### src/rtl/kmeans_pkg.sv
// kmeans_pkg: state encoding and default widths shared by the sum accumulator.
package kmeans_pkg;
   localparam int DEF_WIDTH = 32;
   localparam int DEF_CNT_W = 16;
   typedef enum logic [1:0] {
      IDLE  = 2'd0,
      ACCUM = 2'd1,
      DONE  = 2'd2
   } state_t;
endpackage

### src/rtl/adder_w.sv
// adder_w: combinational WIDTH-bit adder with carry-in and carry-out.
module adder_w #(
   parameter int WIDTH = 32
) (
   input  logic [WIDTH-1:0] a,
   input  logic [WIDTH-1:0] b,
   input  logic             cin,
   output logic [WIDTH-1:0] sum,
   output logic             cout
);
   assign {cout, sum} = {1'b0, a} + {1'b0, b} + {{WIDTH{1'b0}}, cin};
endmodule

### src/rtl/sum_accumulator.sv
// sum_accumulator: sums len unsigned operands over a valid/ready stream and
// presents sum, sticky carry and count until the consumer takes the result.
module sum_accumulator
   import kmeans_pkg::*;
#(
   parameter int WIDTH = DEF_WIDTH,
   parameter int CNT_W = DEF_CNT_W
) (
   input  logic             clk,
   input  logic             rst,
   input  logic             start,
   input  logic [CNT_W-1:0] len,
   input  logic             in_valid,
   output logic             in_ready,
   input  logic [WIDTH-1:0] in_data,
   output logic             out_valid,
   input  logic             out_ready,
   output logic [WIDTH-1:0] out_sum,
   output logic             out_carry,
   output logic [CNT_W-1:0] out_count,
   output logic             busy
);
   state_t             r_state;
   state_t             w_next;
   logic [WIDTH-1:0]   r_acc;
   logic               r_carry;
   logic [CNT_W-1:0]   r_count;
   logic [CNT_W-1:0]   r_len;
   logic [WIDTH-1:0]   w_sum;
   logic               w_cout;
   logic [CNT_W-1:0]   w_count_inc;
   logic               w_load;
   logic               w_accept;

   adder_w #(.WIDTH(WIDTH)) u_add (
      .a   (r_acc),
      .b   (in_data),
      .cin (1'b0),
      .sum (w_sum),
      .cout(w_cout)
   );

   assign w_count_inc = r_count + 1'b1;
   assign w_load      = (r_state == IDLE) && start;
   assign w_accept    = (r_state == ACCUM) && in_valid;

   always_ff @(posedge clk or posedge rst)
      if (rst) r_state <= IDLE;
      else     r_state <= w_next;

   // handshake outputs decode the state register only, never in_valid
   always_comb begin
      w_next    = r_state;
      in_ready  = 1'b0;
      out_valid = 1'b0;
      busy      = 1'b0;
      w_next    = (r_state == IDLE)  ? (start ? ((len == '0) ? DONE : ACCUM) : IDLE) :
                  (r_state == ACCUM) ? ((w_accept && (w_count_inc == r_len)) ? DONE : ACCUM) :
                  (r_state == DONE)  ? (out_ready ? IDLE : DONE) : IDLE;
      in_ready  = (r_state == ACCUM);
      out_valid = (r_state == DONE);
      busy      = (r_state != IDLE);
   end

   always_ff @(posedge clk or posedge rst)
      if (rst) begin
         r_acc   <= '0;
         r_carry <= 1'b0;
         r_count <= '0;
         r_len   <= '0;
      end else if (w_load) begin
         r_acc   <= '0;
         r_carry <= 1'b0;
         r_count <= '0;
         r_len   <= len;
      end else if (w_accept) begin
         r_acc   <= w_sum;
         r_carry <= r_carry | w_cout;
         r_count <= w_count_inc;
      end

   assign out_sum   = r_acc;
   assign out_carry = r_carry;
   assign out_count = r_count;
endmodule

### config.mk
export PLATFORM = sky130hd
export DESIGN_NAME = sum_accumulator
export DESIGN_NICKNAME = d
export VERILOG_FILES = /design/src/rtl/kmeans_pkg.sv /design/src/rtl/adder_w.sv /design/src/rtl/sum_accumulator.sv
export SDC_FILE = /design/constraint.sdc
export NUM_CORES = 1
export LEC_CHECK = 0
export CAP_MARGIN = 10
export CORE_MARGIN = 3
export CORE_UTILIZATION = 40
export CTS_CLUSTER_DIAMETER = 80
export DETAILED_ROUTE_END_ITERATION = 8
export PLACE_DENSITY = 0.65
export RECOVER_POWER = 100
export SYNTH_ARGS = -nofsm -noshare
export SYNTH_HDL_FRONTEND = slang
export SYNTH_SLANG_ARGS = --single-unit
### constraint.sdc
create_clock -name clk -period 5.5 [get_ports clk]
set_input_delay 1.1 -clock clk [delete_from_list [all_inputs] [get_ports clk]]
set_output_delay 1.1 -clock clk [all_outputs]
set_load 0.05 [all_outputs]
# Yosys cells after proc, flatten, opt, wreduce, memory -nomap -nowiden
# Index checks and enable logic that the tools add are counted.
[totals]
in_bits = 53
out_inout_bits = 52
wordCells = 31
reg_bits = 67
[op_classes]
n_reduce_logical = 7
addsub = 2
n_mux = 13
bitwise = 1
eq_ne = 3
[ops]
columns = ["cell", "count"]
rows = [
  ["32-bit two-way mux", 2],
  ["32-bit by 32-bit adder with 33-bit output", 1],
  ["16-bit two-way mux", 2],
  ["16-bit by 1-bit adder with 16-bit output (second input constant)", 1],
  ["16-bit == test", 1],
  ["16-bit zero test", 1],
  ["2-bit two-way mux", 7],
  ["2-bit nonzero test", 2],
  ["1-bit logical AND", 3],
  ["2-bit by 1-bit == test with 1-bit output (second input constant)", 1],
  ["2-bit == test (second input constant)", 1],
  ["2-bit zero test", 1],
  ["1-bit two-way mux", 2],
  ["1-bit bitwise OR", 1],
]

# Longest topological paths before layout
[logic_depth]
ltp_word = 6
mapped_depth = 9
depth_no_buf = 9

# By module
# Synthesis repeated with hierarchy kept, for this count alone.
[hier_totals]
hier_cells = 565
hier_area_um2 = 4982.3
[by_module_without_submodules]
columns = ["mod", "n_inst", "seq_area_each_um2", "area_per_inst_um2", "cells_per_inst"]
rows = [
  ["sum_accumulator", 1, 1676.6, 3243.1, 320],
  ["adder_w", 1, 0.0, 1739.2, 245],
]

# Worst setup path before layout
# Ideal clock, no wire load.
[synth_path]
path_kind = "input to register"
start = "input in_data[0]"
end = "register r_acc[30] (netlist: out_sum[30])"
setup_ns = 0.122
setup_slack_ns = 2.361
required_ns = 5.378
n_path_buf = 0
arrival_time_ns = 3.018
stages = 9
cell_sequence = "ha_1 -> fa_1 -> a21o_1 -> nand4_1 -> and2_1 -> o311ai_1 -> and3_1 -> or3_1 -> a32o_1"
[synth_between]
elab_chain_cells = 3
[synth_rtl]
columns = ["element", "line_no", "text"]
rows = [
  ["from (decl)", "sum_accumulator.sv:15", "input logic [WIDTH-1:0] in_data,"],
  ["32-bit by 32-bit adder with 33-bit output", "adder_w.sv:11", "assign {cout, sum} = {1'b0, a} + {1'b0, b} + {{WIDTH{1'b0}}, cin};"],
  ["32-bit two-way mux", "sum_accumulator.sv:76", "end else if (w_accept) begin"],
  ["32-bit two-way mux", "sum_accumulator.sv:71", "end else if (w_load) begin"],
  ["to (signal assigned)", "sum_accumulator.sv:77", "r_acc <= w_sum;"],
  ["to (decl)", "sum_accumulator.sv:25", "logic [WIDTH-1:0] r_acc;"],
]
# Every way passes these cells. The select of a mux whose other input is x is not followed.
# A chain may end at the register's enable or synchronous reset.

# Worst setup path after layout
[layout_path]
start = "input in_data[15]"
end = "register r_acc[28] (netlist: out_sum[28])"
# Same word-level chain as after synthesis.

==> results.md <==
- Post-layout min period: 4.40 ns
- Yosys cell types: 70
- Synth area leader: dfrtp_1
- Synth Cell Area: 0.00502 mm2
- Root buf cell: clkbuf_16
- Worst-path clk slew: 0.06 ns
- Synth Instances: 569
- Final Wtd Congestion: 0.918
- First-pass GRT wire length: 23200 um
- Setup bufs post-CTS: 0
- CP Launch Type: input port
- Final core utilization: 0.535
- Vias: 4681
- Failing checks: max-capacitance violations, max-slew violations
- Share of the synthesized area in the top cell type: 0.334
- Worst-Margin Slew: 2.04 ns
- Syn avg cell area: 8.82 um2
- Drt wl/cell: 16.7 um
- Port bufs: 104
- CP Class: in -> reg
- Cts bufs inserted: 9
- Flop2flop setup slack: 2.03 ns
- Max VDD drop: 0.191 mV
- Final TNS setup: 0 ns
- RSZ-0062 raised after global routing: no
- Max-cap viol count: 2
- Final-report hold violation count: 0
- HPWL Detailed: 10000 um
- Hold Path Class: reg -> reg
- Min-delay src: out_sum[7]
- DRT iter0 DRCs: 247
- Clock Latency Late Sink: 0.34 ns
- Antenna violations before repair: 0
- Reg power frac: 0.234
- Router iterations before antenna repair: 4
- R2R Path End: out_sum[28]
- Yosys warns: 0
- FMAX: 227 MHz
- Syn nets: 656
- # diodes: 0
- Die area: 0.0139 mm2
- Register area: 0.00168 mm2
- DIE HEIGHT: 118 um
- Power Dens Cells: 525 mW/mm2
- R2R Path Start: out_sum[15]
- Synth area leaders: dfrtp_1, ha_1, o21ai_0
- Clk pwr share: 0.206
- Fill count: 1192
- Remaining antenna violation count: 0
- Hold path cells: 2
- Slew Limit Fails: 117
- Post-synthesis sequential area ratio: 0.334
- Leak: 0.00289 uW
- Core area: 0.0121 mm2
- Switching Power: 1560 uW
- #FFs+latches synth: 67
- Vias per std cell: 5.64
- Cts repair resizes: 0
- WHS: 0.513 ns
- Die Width: 118 um
- CP Max Fanout: 9
- Relative slew margins: -0.363
- Final WL: 13900 um
- Drt drc: 0
- FF-to-FF path depth: 8
- CTS H-tree depth: 3
- Crit path capture type: flop
- Combinational cell fraction of total power: 0.560
- GRT Util Overall: 0.202
- Area delta synth->final: 29.3%
- WHS Endpoint: out_sum[7]
- Clk buf depth: 2
- Total power: 3400 uW
- Switching share of total power: 0.458
- Initial Utilization: 0.414
- Io pins: 105
- CTS tree: done
- WP data required: 5.72 ns
- # rows: 40
- Clock skew: 0.00480 ns
- Vias in the first global route: 4616
- Clock sink count: 67
- Synth async-reset ratio: 1.00
- Internal power: 1850 uW
- Period utilisation layout: 0.799
- Congestion Overflow GR: 0
- Largest net degree at the start of global routing: 68
- Status: complete, but fails checks
- Layout cells sized above 1: 0.0801
- Hold buffers post-CTS: 0
- Final Setup Violations: 0
- Worst path arrival time: 4.61 ns
- # nets final: 744
- Post-synth EDFFs: 0
- Top FF cell, synth: dfrtp_1
- Multi-input logic area: 0.00312 mm2
-- layout make-up --
type | count | share of cell area
multi-input cells | 458 | 0.482
flip-flops and latches | 67 | 0.259
repair buffers | 108 | 0.164
clock buffers | 11 | 0.0390
well taps | 168 | 0.0324
clock inverters | 5 | 0.0166
inverters | 13 | 0.00752
-- Yosys cell counts (3+ instances only) --
| cell type | n |
|---|---|
| a211o_1 | 3 |
| a211oi_1 | 3 |
| a21o_1 | 18 |
| a21oi_1 | 41 |
| a22o_1 | 8 |
| a32o_1 | 6 |
| and2_1 | 7 |
| and3_1 | 7 |
| buf_4 | 3 |
| clkbuf_1 | 22 |
| dfrtp_1 | 67 |
| ha_1 | 33 |
| inv_1 | 13 |
| mux2_2 | 16 |
| nand2_1 | 60 |
| nand3_1 | 12 |
| nand4_1 | 15 |
| nor2_1 | 31 |
| nor2b_1 | 5 |
| nor3_1 | 9 |
| nor4_1 | 5 |
| o211ai_1 | 4 |
| o21a_1 | 5 |
| o21ai_0 | 60 |
| o21ai_1 | 3 |
| o21bai_1 | 4 |
| o31ai_1 | 10 |
| or3_1 | 7 |
| xnor2_1 | 27 |
| xor2_1 | 14 |
-- power groups by stage --
stage	sequential (uW)	combinational (uW)	clock, uW
finish	798	1910	702
global route	823	2070	737
CTS	804	1960	713
detailed placement	810	1950	0
global placement	806	1930	0
floorplan	1100	1110	0
-- stage by stage --
stage                     instance area (um2)  std cells  setup slack, ns
after detailed placement                 6160        814             1.68
after global placement                   6160        814             1.70
after global routing                     6480        830             1.01
after floorplan                          5020        569             2.36
final                                    6480        830             1.10
after CTS                                6520        830             2.03
-- cells by family (layout without fill, tap and decap cells) --
group | count (synthesis) | count (layout) | share of synthesized area
DFF | 67 | 67 | 0.334
and+or+nand+nor | 175 | 175 | 0.177
buffers and inverters | 44 | 137 | 0.0387
xor gates and xnor gates | 41 | 41 | 0.0716
adders and majority gates | 34 | 34 | 0.0863
muxes | 18 | 18 | 0.0399
AOI/OAI and AO/OA | 190 | 190 | 0.252
-- registers in the layout, indices dropped and copies added, names as in the netlist --
signal / count
out_count: 16
r_state: 2
out_carry: 1
r_len: 16
out_sum: 32
-- worst max path at each step --
stage,start,endpoint
after floorplan,in_data[0],out_sum[30]
after global placement,in_data[0],out_sum[28]
after detailed placement,in_data[0],out_sum[28]
after CTS,in_data[0],out_sum[28]
after global routing,in_data[15],out_sum[24]
final,in_data[15],out_sum[28]
-- critical path: stages --
cell           delay (ns)
dlygate4sd3_1        0.56
ha_1                 0.48
and4_1               0.30
nand2_1              0.07
a2111oi_0            0.62
nor3_1               0.24
o311ai_0             0.94
a211o_1              0.24
nand3_1              0.07
-- per-layer routing --
layer | track usage | up-vias | part of all wire | wire [um]
met2 | 0.326 | 118 | 0.47 | 6540
met1 | 0.272 | 2258 | 0.47 | 6480
li1 | - | 2293 | - | -
met4 | 0.0637 | 0 | 0.013 | 175
met3 | 0.0408 | 12 | 0.048 | 666
met5 | 0 | - | 0 | 0
-- layout by cell type (no fill, tap or decap), drive strengths merged, types with 16 or more instances in the layout --
| cell | n |
|---|---|
| dfrtp | 67 |
| o21ai | 64 |
| nand2 | 60 |
| dlygate4sd3 | 56 |
| clkdlybuf4s50 | 48 |
| a21oi | 43 |
| ha | 33 |
| nor2 | 31 |
| xnor2 | 27 |
| a21o | 18 |
| mux2 | 16 |
| nand4 | 16 |
No activity file was read; power rests on OpenSTA's default activity.
